--- config.mk ---
export PLATFORM = sky130hd
export DESIGN_NAME = fp_round_integer
export DESIGN_NICKNAME = d
export VERILOG_FILES = /design/src/rtl/fp_round_integer.sv
export SDC_FILE = /design/constraint.sdc
export NUM_CORES = 1
export LEC_CHECK = 0
export CORE_ASPECT_RATIO = 1.1
export CORE_MARGIN = 10
export CORE_UTILIZATION = 55
export DETAILED_ROUTE_END_ITERATION = 16
export PLACE_DENSITY_LB_ADDON = 0.08
export SETUP_SLACK_MARGIN = 0.5
export SYNTH_ARGS = -nofsm -noshare
export SYNTH_HDL_FRONTEND = slang
export SYNTH_SLANG_ARGS = --single-unit
--- constraint.sdc ---
create_clock -name clk -period 2.8 [get_ports clk]
set_input_delay 0.42 -clock clk [delete_from_list [all_inputs] [get_ports clk]]
set_output_delay 0.42 -clock clk [all_outputs]
set_load 0.02 [all_outputs]
--- src/rtl/fp_round_integer.sv ---
// fp_round_integer: pipelined IEEE-754 round-to-integral engine, generic in
// exponent and mantissa width, with per-sample rounding mode, an inexact flag
// and valid/ready flow control.
//
// Ports:
//   clk        rising-edge clock
//   rst        synchronous, active-high reset (clears valids and outputs)
//   in_valid   input sample present
//   in_ready   unit accepts the sample this cycle (pipeline enable)
//   a          operand, sign | exponent | mantissa
//   rm         rounding mode: 00 toward zero, 01 floor, 10 ceil, 11 nearest-even
//   out_valid  result present
//   out_ready  downstream accepts the result
//   c          a rounded to an integral value, same format
//   inexact    c differs numerically from a (never set for NaN/inf)
//
// Pipeline: S1 unpack/classify/mask, S2 split + increment decision,
// S3 add, renormalise, pack. All stages advance together on en.
module fp_round_integer #(
    parameter int EXP_BITS  = 5,
    parameter int MANT_BITS = 10,
    localparam int BITS     = 1 + EXP_BITS + MANT_BITS
) (
    input  logic            clk,
    input  logic            rst,
    input  logic            in_valid,
    output logic            in_ready,
    input  logic [BITS-1:0] a,
    input  logic [1:0]      rm,
    output logic            out_valid,
    input  logic            out_ready,
    output logic [BITS-1:0] c,
    output logic            inexact
);

    localparam int                    BIAS     = (1 << (EXP_BITS - 1)) - 1;
    localparam logic [31:0]           BIAS_W   = 32'(BIAS);
    localparam logic [31:0]           BIG_W    = 32'(BIAS + MANT_BITS);
    localparam logic [EXP_BITS-1:0]   BIAS_E   = EXP_BITS'(BIAS);
    localparam logic [EXP_BITS-1:0]   EXP_ONE  = {{(EXP_BITS-1){1'b0}}, 1'b1};
    localparam logic [MANT_BITS-1:0]  MANT_MSB = {1'b1, {(MANT_BITS-1){1'b0}}};
    localparam logic [1:0]            RM_RTZ   = 2'b00;
    localparam logic [1:0]            RM_DN    = 2'b01;
    localparam logic [1:0]            RM_UP    = 2'b10;
    localparam logic [1:0]            RM_RNE   = 2'b11;

    // Quiet a NaN by forcing the top mantissa bit, payload otherwise kept.
    function automatic logic [MANT_BITS-1:0] quiet_nan(input logic [MANT_BITS-1:0] m);
        return m | MANT_MSB;
    endfunction

    // Increment decision; 'near' is the precomputed nearest-even condition.
    function automatic logic round_up(input logic [1:0] mode, input logic sign,
                                      input logic frac, input logic near);
        logic r;
        case (mode)
            RM_RTZ:  r = 1'b0;
            RM_DN:   r = sign & frac;
            RM_UP:   r = ~sign & frac;
            RM_RNE:  r = near;
            default: r = 1'b0;
        endcase
        return r;
    endfunction

    logic en_s;
    logic out_valid_r;
    logic [BITS-1:0] c_r;
    logic inexact_r;

    assign en_s      = ~out_valid_r | out_ready;
    assign in_ready  = en_s;
    assign out_valid = out_valid_r;
    assign c         = c_r;
    assign inexact   = inexact_r;

    // ---------------- Stage 1: unpack and classify ----------------
    logic                 a_sign_s;
    logic [EXP_BITS-1:0]  a_exp_s;
    logic [MANT_BITS-1:0] a_mant_s;
    logic [31:0]          exp_w_s;
    logic [31:0]          sh_s;
    logic                 nan_s;
    logic                 pass_s;
    logic                 small_s;
    logic                 half_s;
    logic [MANT_BITS-1:0] mask_s;

    // Classify operand and build the mask of discarded (fraction) mantissa bits.
    always_comb begin
        a_sign_s = a[BITS-1];
        a_exp_s  = a[BITS-2:MANT_BITS];
        a_mant_s = a[MANT_BITS-1:0];
        exp_w_s  = 32'(a_exp_s);
        sh_s     = exp_w_s - BIAS_W;
        nan_s    = (&a_exp_s) & (|a_mant_s);
        // Zero, inf and already-integral values pass through untouched.
        pass_s   = (&a_exp_s) | ((~|a_exp_s) & (~|a_mant_s)) | (exp_w_s >= BIG_W);
        small_s  = exp_w_s < BIAS_W;
        half_s   = exp_w_s == (BIAS_W - 32'd1);
        if (small_s) begin
            mask_s = {MANT_BITS{1'b1}};
        end else begin
            mask_s = {MANT_BITS{1'b1}} >> sh_s;
        end
    end

    logic                 s1_valid_r;
    logic                 s1_sign_r;
    logic [EXP_BITS-1:0]  s1_exp_r;
    logic [MANT_BITS-1:0] s1_mant_r;
    logic [1:0]           s1_rm_r;
    logic                 s1_nan_r;
    logic                 s1_pass_r;
    logic                 s1_small_r;
    logic                 s1_half_r;
    logic [MANT_BITS-1:0] s1_mask_r;

    // Stage 1 register; data loads only for a valid accepted sample.
    always_ff @(posedge clk) begin
        if (rst) begin
            s1_valid_r <= 1'b0;
        end else if (en_s) begin
            s1_valid_r <= in_valid;
            if (in_valid) begin
                s1_sign_r  <= a_sign_s;
                s1_exp_r   <= a_exp_s;
                s1_mant_r  <= a_mant_s;
                s1_rm_r    <= rm;
                s1_nan_r   <= nan_s;
                s1_pass_r  <= pass_s;
                s1_small_r <= small_s;
                s1_half_r  <= half_s;
                s1_mask_r  <= mask_s;
            end
        end
    end

    // ---------------- Stage 2: split and decide increment ----------------
    logic [MANT_BITS-1:0] gmask_s;
    logic [MANT_BITS:0]   unit_s;
    logic                 guard_s;
    logic                 sticky_s;
    logic                 lsb_s;
    logic                 frac_s;
    logic [MANT_BITS-1:0] n2_mant_s;
    logic                 n2_inc_s;
    logic                 n2_inexact_s;
    logic                 n2_small_s;

    // Guard is the top fraction bit; the integer LSB sits one above it and may
    // be the implicit leading one, hence the one-bit-wider unit vector.
    always_comb begin
        gmask_s      = s1_mask_r & ~(s1_mask_r >> 1'b1);
        unit_s       = {gmask_s, 1'b0};
        guard_s      = |(s1_mant_r & gmask_s);
        sticky_s     = |(s1_mant_r & (s1_mask_r >> 1'b1));
        lsb_s        = |({1'b1, s1_mant_r} & unit_s);
        frac_s       = |(s1_mant_r & s1_mask_r);
        n2_mant_s    = s1_mant_r;
        n2_inc_s     = 1'b0;
        n2_inexact_s = 1'b0;
        n2_small_s   = 1'b0;
        if (s1_nan_r) begin
            n2_mant_s = quiet_nan(s1_mant_r);
        end else if (s1_pass_r) begin
            n2_mant_s = s1_mant_r;
        end else if (s1_small_r) begin
            // |a| < 1 and nonzero: always inexact; nearest-even only rounds up
            // strictly above one half.
            n2_small_s   = 1'b1;
            n2_inexact_s = 1'b1;
            n2_inc_s     = round_up(s1_rm_r, s1_sign_r, 1'b1, s1_half_r & (|s1_mant_r));
        end else begin
            n2_mant_s    = s1_mant_r & ~s1_mask_r;
            n2_inexact_s = frac_s;
            n2_inc_s     = round_up(s1_rm_r, s1_sign_r, frac_s, guard_s & (sticky_s | lsb_s));
        end
    end

    logic                 s2_valid_r;
    logic                 s2_sign_r;
    logic [EXP_BITS-1:0]  s2_exp_r;
    logic [MANT_BITS-1:0] s2_mant_r;
    logic [MANT_BITS:0]   s2_unit_r;
    logic                 s2_inc_r;
    logic                 s2_inexact_r;
    logic                 s2_small_r;

    // Stage 2 register.
    always_ff @(posedge clk) begin
        if (rst) begin
            s2_valid_r <= 1'b0;
        end else if (en_s) begin
            s2_valid_r <= s1_valid_r;
            if (s1_valid_r) begin
                s2_sign_r    <= s1_sign_r;
                s2_exp_r     <= s1_exp_r;
                s2_mant_r    <= n2_mant_s;
                s2_unit_r    <= unit_s;
                s2_inc_r     <= n2_inc_s;
                s2_inexact_r <= n2_inexact_s;
                s2_small_r   <= n2_small_s;
            end
        end
    end

    // ---------------- Stage 3: add, renormalise, pack ----------------
    logic [MANT_BITS:0]   sum_s;
    logic [EXP_BITS-1:0]  n3_exp_s;
    logic [MANT_BITS-1:0] n3_mant_s;

    // A carry out of the mantissa leaves the field all-zero and bumps the exponent.
    always_comb begin
        sum_s = {1'b0, s2_mant_r} + (s2_inc_r ? s2_unit_r : {(MANT_BITS+1){1'b0}});
        if (s2_small_r) begin
            n3_exp_s  = s2_inc_r ? BIAS_E : {EXP_BITS{1'b0}};
            n3_mant_s = {MANT_BITS{1'b0}};
        end else if (sum_s[MANT_BITS]) begin
            n3_exp_s  = s2_exp_r + EXP_ONE;
            n3_mant_s = sum_s[MANT_BITS-1:0];
        end else begin
            n3_exp_s  = s2_exp_r;
            n3_mant_s = sum_s[MANT_BITS-1:0];
        end
    end

    // Output register; holds while stalled by out_ready.
    always_ff @(posedge clk) begin
        if (rst) begin
            out_valid_r <= 1'b0;
            c_r         <= {BITS{1'b0}};
            inexact_r   <= 1'b0;
        end else if (en_s) begin
            out_valid_r <= s2_valid_r;
            if (s2_valid_r) begin
                c_r       <= {s2_sign_r, n3_exp_s, n3_mant_s};
                inexact_r <= s2_inexact_r;
            end
        end
    end

endmodule

# Word-level counts from Yosys, hierarchy flattened
# Cells that the tools add are included.
# W data, S select, Z words.
# op_classes
shift,1
bitwise_logic,21
magnitude_cmp,2
muxes,13
reduce_logical,15
add_sub_neg,3
eq_ne,4
# op_table
op,n
$reduce_or A10 Y1,5
$and A10 B10 Y10,4
$shr A10 B32 Y10 const A,1
$mux W10,3
$add A10 B11 Y11,1
$and A11 B11 Y11,1
$mux W11,1
$reduce_or A11 Y1,1
$and A10 B9 Y10,1
$mux W5,2
$not A10 Y10,1
$not A9 Y10,1
$mux W9,1
$pmux W1 S4,2
$and A1 B1 Y1,6
$reduce_and A3 Y1,2
$sub A5 B4 Y6 const B,1
$add A5 B1 Y5 const B,1
$eq A5 B4 Y1 const B,1
$ge A5 B5 Y1 const B,1
$lt A5 B4 Y1 const B,1
$reduce_and A5 Y1,1
$reduce_or A5 Y1,1
$eq A2 B2 Y1 const B,2
other kinds (9),17
# totals
output_inout_bits,19
regBits,81
inputBits,22
word_cells,81

# Depth between registers and ports, before layout
# depth
word_depth,8
depth_mapped,11
depth_no_buf,10

# Worst setup path after synthesis
# OpenSTA, ideal clock, no wires.
# synth_timing
kind,flip-flop to flip-flop
start,register s2_inc_r
end,register c_r[12] (netlist: c[12])
t_arrival_ns,2.328
path_stages_with_launch,10
setup_slack_ns,0.350
t_required_ns,2.678
path_buffers,1
setup_ns,0.122
synth_period_minus_slack_ns,2.450
path_cell_list,edfxtp_1 > clkbuf_1 > and2_1 > ha_1 > a21o_1 > a21o_1 > a22o_1 > nor3b_4 > nor4b_1 > a311o_1
# synth_via
elab_chain_cells,4
word_cells_on_any_way,5
cone_classes,add/sub: 1; mux: 4
# synth_rtl
item,line_no,text
from (decl),186,logic s2_inc_r;
from (signal assigned),201,s2_inc_r <= n2_inc_s;
$mux W11,215,"sum_s = {1'b0, s2_mant_r} + (s2_inc_r ? s2_unit_r : {(MANT_BITS+1){1'b0}});"
$add A10 B11 Y11,215,
$mux W5,219,end else if (sum_s[MANT_BITS]) begin
$mux W5 *,216,if (s2_small_r) begin
to (signal assigned),232,c_r <= {BITS{1'b0}};
to (signal assigned),237,"c_r <= {s2_sign_r, n3_exp_s, n3_mant_s};"
to (decl),68,logic [BITS-1:0] c_r;
# Every way passes the cells marked *; elsewhere a longest branch is shown, timed or not.
# A chain may end at the register's enable or synchronous reset.

# Final worst setup path
# layout_timing
start,register s2_inc_r
end,register c_r[13] (netlist: c[13])
# Same word-level chain as after synthesis.

==> impl_metrics.yaml <==
logic_synthesis:
  avgSynthCellArea_um2: 11.2
  synthFlopType: "edfxtp_1"
  seq_area_frac_synth_pct: 56.2
  synth-edff-count: 61
  syn_area_um2: 3970
  ys_warn_count: 0
  synth_fa_ha_area_share_pct: 6.81
  synth_area_leaders: "edfxtp_1, dfxtp_1, ha_1"
  synth_compound_area_share_pct: 14.6
  synthXorXnorAreaFrac_pct: 0.883
  syn_inst: 355
  synth-simple-area-share_pct: 18.6
  synth.top_cell.area_share_pct: 46.2
  synth_mux_area_share_pct: 0.504
  synth_top_family_by_area: "simple AND/OR/NAND/NOR gates"
  async_flop_share_pct: 0
  ys_types: 55
  synth_fp_nets: 398
  synth_top_area_cell: "edfxtp_1"
  synth_seq_cells: 81
global_route:
  first_global_vias: 2987
  gr-total-overflow: 0
  grt_max_degree: 33
  grt_usage_pct: 16.1
  grt_antenna_before_repair: 0
  grt_pass1_wl_um: 14200
drt:
  via_count: 2905
  vias_per_cell: 5.75
  first_pass_iters: 4
  wl_per_cell_um: 16.9
  drtAntennaViolNets: 0
  routed_wl_um: 8540
  drtIter0Drc: 99
  drc: 0
finish:
  finalInstanceArea_um2: 4930
  nets: 458
  fin_cells: 505
  drive_above_1_share_pct: 12.6
  layout_commonest_cell: "edfxtp_1"
  num_antenna_cells: 0
  layout.cells.most_common_list: "edfxtp_1, clkdlybuf4s50_1, nand2_1"
  syn_to_final_growth_pct: 24.2
run:
  maxCapViolations: 0
clocking:
  cts.path.max_buffers: 2
  clock_latency_ns: 0.36
  clk_pin_slew_worst_paths_ns: 0.09
  cts.sinks: 81
  cts_buffers: 9
  root_buffer: "clkbuf_8"
  cts_tree: "built"
  htreeDepth: 3
  cts.hold.buffers_added: 0
sta:
  maxSlewViolCount: 0
  rsz0062_at_grt: "yes"
  skew_ns: 0.0131
  tightest_slew_ns: 0.951
  finalHoldViolCount: 0
  fin_crit_ns: 2.38
  maxSlewHeadroom_pct: 36.1
  timing.final.crit_share_pct: 85.0
  setup_viol: 0
  finalSetupTns_ns: 0
  max_freq_ghz: 0.420
placement:
  placed_cells: 479
  dpl.hpwl_um: 6360
  gp_congestion: 0.867
  portBuffers: 40
  dpl-instance-area_um2: 4570
die:
  die_h_um: 109
  io_pins: 41
  rows: 32
  start_util_pct: 56.6
  die-area_um2: 11000
  die-width_um: 101
  core_um2: 7010
outcome:
  status: "finished clean"
critical_path:
  critPathMaxFanout: 6
  worstSetupPathType: "flop to flop"
  required_ns: 3.08
  start_kind: "flop"
  worst-endpoint-arrival_ns: 2.66
  end_kind: "flop"
power:
  leakage_uw: 0.00180
  powerDensity_nw_per_um2: 540
  vdd_drop_max_v: 0.000318
hold_path:
  hold_class: "flop to flop"
layer usage:
layer / wire length [um] / global-route usage [%] / share of wire, % / vias to the layer above
met5: 0 / 0 / 0 / -
met4: 141 / 7.07 / 1.7 / 0
met3: 360 / 3.35 / 4.2 / 12
met2: 4490 / 28.4 / 53 / 62
met1: 3550 / 18.5 / 42 / 1377
li1: - / - / - / 1454
cell type report:
class	instances	area (um^2)
clock buffer	10	128
clock inverter	6	106
fill	534	2080
inverter	16	60.1
multi-input combinational	249	1750
sequential	81	2230
tap	85	106
timing repair buffer	58	552
stage by stage:
stage	hold WS, ns	total power, uW	setup WS, ns	util [%]
finish	0.421	2660	0.420	70.4
global route	0.442	2770	0.304	70.4
CTS	0.429	2670	0.448	69.7
detailed placement	0.413	1670	0.227	65.3
global placement	0.411	1670	0.290	65.3
floorplan	0.400	1560	0.506	-
state kept, by name, indices dropped and copies added, names as in the netlist, 2 cells and up:
register   cells
s1_exp_r       5
s1_mask_r     10
c             16
s1_mant_r     10
s2_mant_r     10
s2_unit_r     10
s1_rm_r        2
s2_exp_r       5
worst paths after layout:
kind	start	cells after the start	end	slack (ns)
worst max register to register	s2_inc_r	9	c[13]	0.42
worst min register to register	s1_exp_r[4]	0	s2_exp_r[4]	0.42
worst min-delay path	s1_exp_r[4]	0	s2_exp_r[4]	0.42
worst max-delay path	s2_inc_r	9	c[13]	0.42
cell usage after synthesis, types with 2 or more instances:
| library cell | number |
|---|---|
| edfxtp_1 | 61 |
| nand2_1 | 27 |
| a21oi_1 | 25 |
| nor2_1 | 23 |
| dfxtp_1 | 20 |
| ha_1 | 20 |
| o21ai_0 | 19 |
| inv_1 | 16 |
| nor2b_1 | 14 |
| and2_1 | 12 |
| nor3_1 | 10 |
| a21boi_0 | 9 |
| clkbuf_1 | 8 |
| nand3b_1 | 8 |
| nand3_1 | 7 |
| nor4_1 | 7 |
| a21o_1 | 5 |
| or4_1 | 4 |
| xor2_1 | 4 |
| a31oi_1 | 3 |
| nand4_1 | 3 |
| nor3b_1 | 3 |
| o211ai_1 | 3 |
| o21a_1 | 3 |
| o22ai_1 | 3 |
| a22oi_1 | 2 |
| and3_1 | 2 |
| and3b_1 | 2 |
| mux2i_1 | 2 |
| nand2b_1 | 2 |
| o2111ai_1 | 2 |
| o221ai_1 | 2 |
| or3_1 | 2 |
report_power, final:
part,internal [uW],total [uW],leakage [uW],switching [uW]
Clock,588,995,0.000114,407
Sequential,1340,1380,0.000731,36.7
Combinational,139,289,0.000958,150
Total,2070,2660,0.00180,594
logic make-up after synthesis:
logic type,Yosys count
AO/OA/AOI/OAI,89
XOR/XNOR,4
adder cells (fa/ha/maj),21
buffers and inverters,25
flip-flops,81
multiplexers,2
AND/OR/NAND/NOR,133
critical path, stage by stage (launching register included):
cell	delay, ns
edfxtp_1	0.40
buf_6	0.15
and2_4	0.14
ha_4	0.24
and2_4	0.16
a221oi_4	0.28
nand4b_1	0.15
nor3b_4	0.20
or4b_1	0.47
o211ai_1	0.11
timing repair:
action | 4_1_cts | 5_1_grt
resized for setup | 5 | 7
pin swaps | 9 | 5
endpoints found under the setup margin | 7 | 10
setup buffers | 7 | 3
Power figures use the tool's default switching activity.
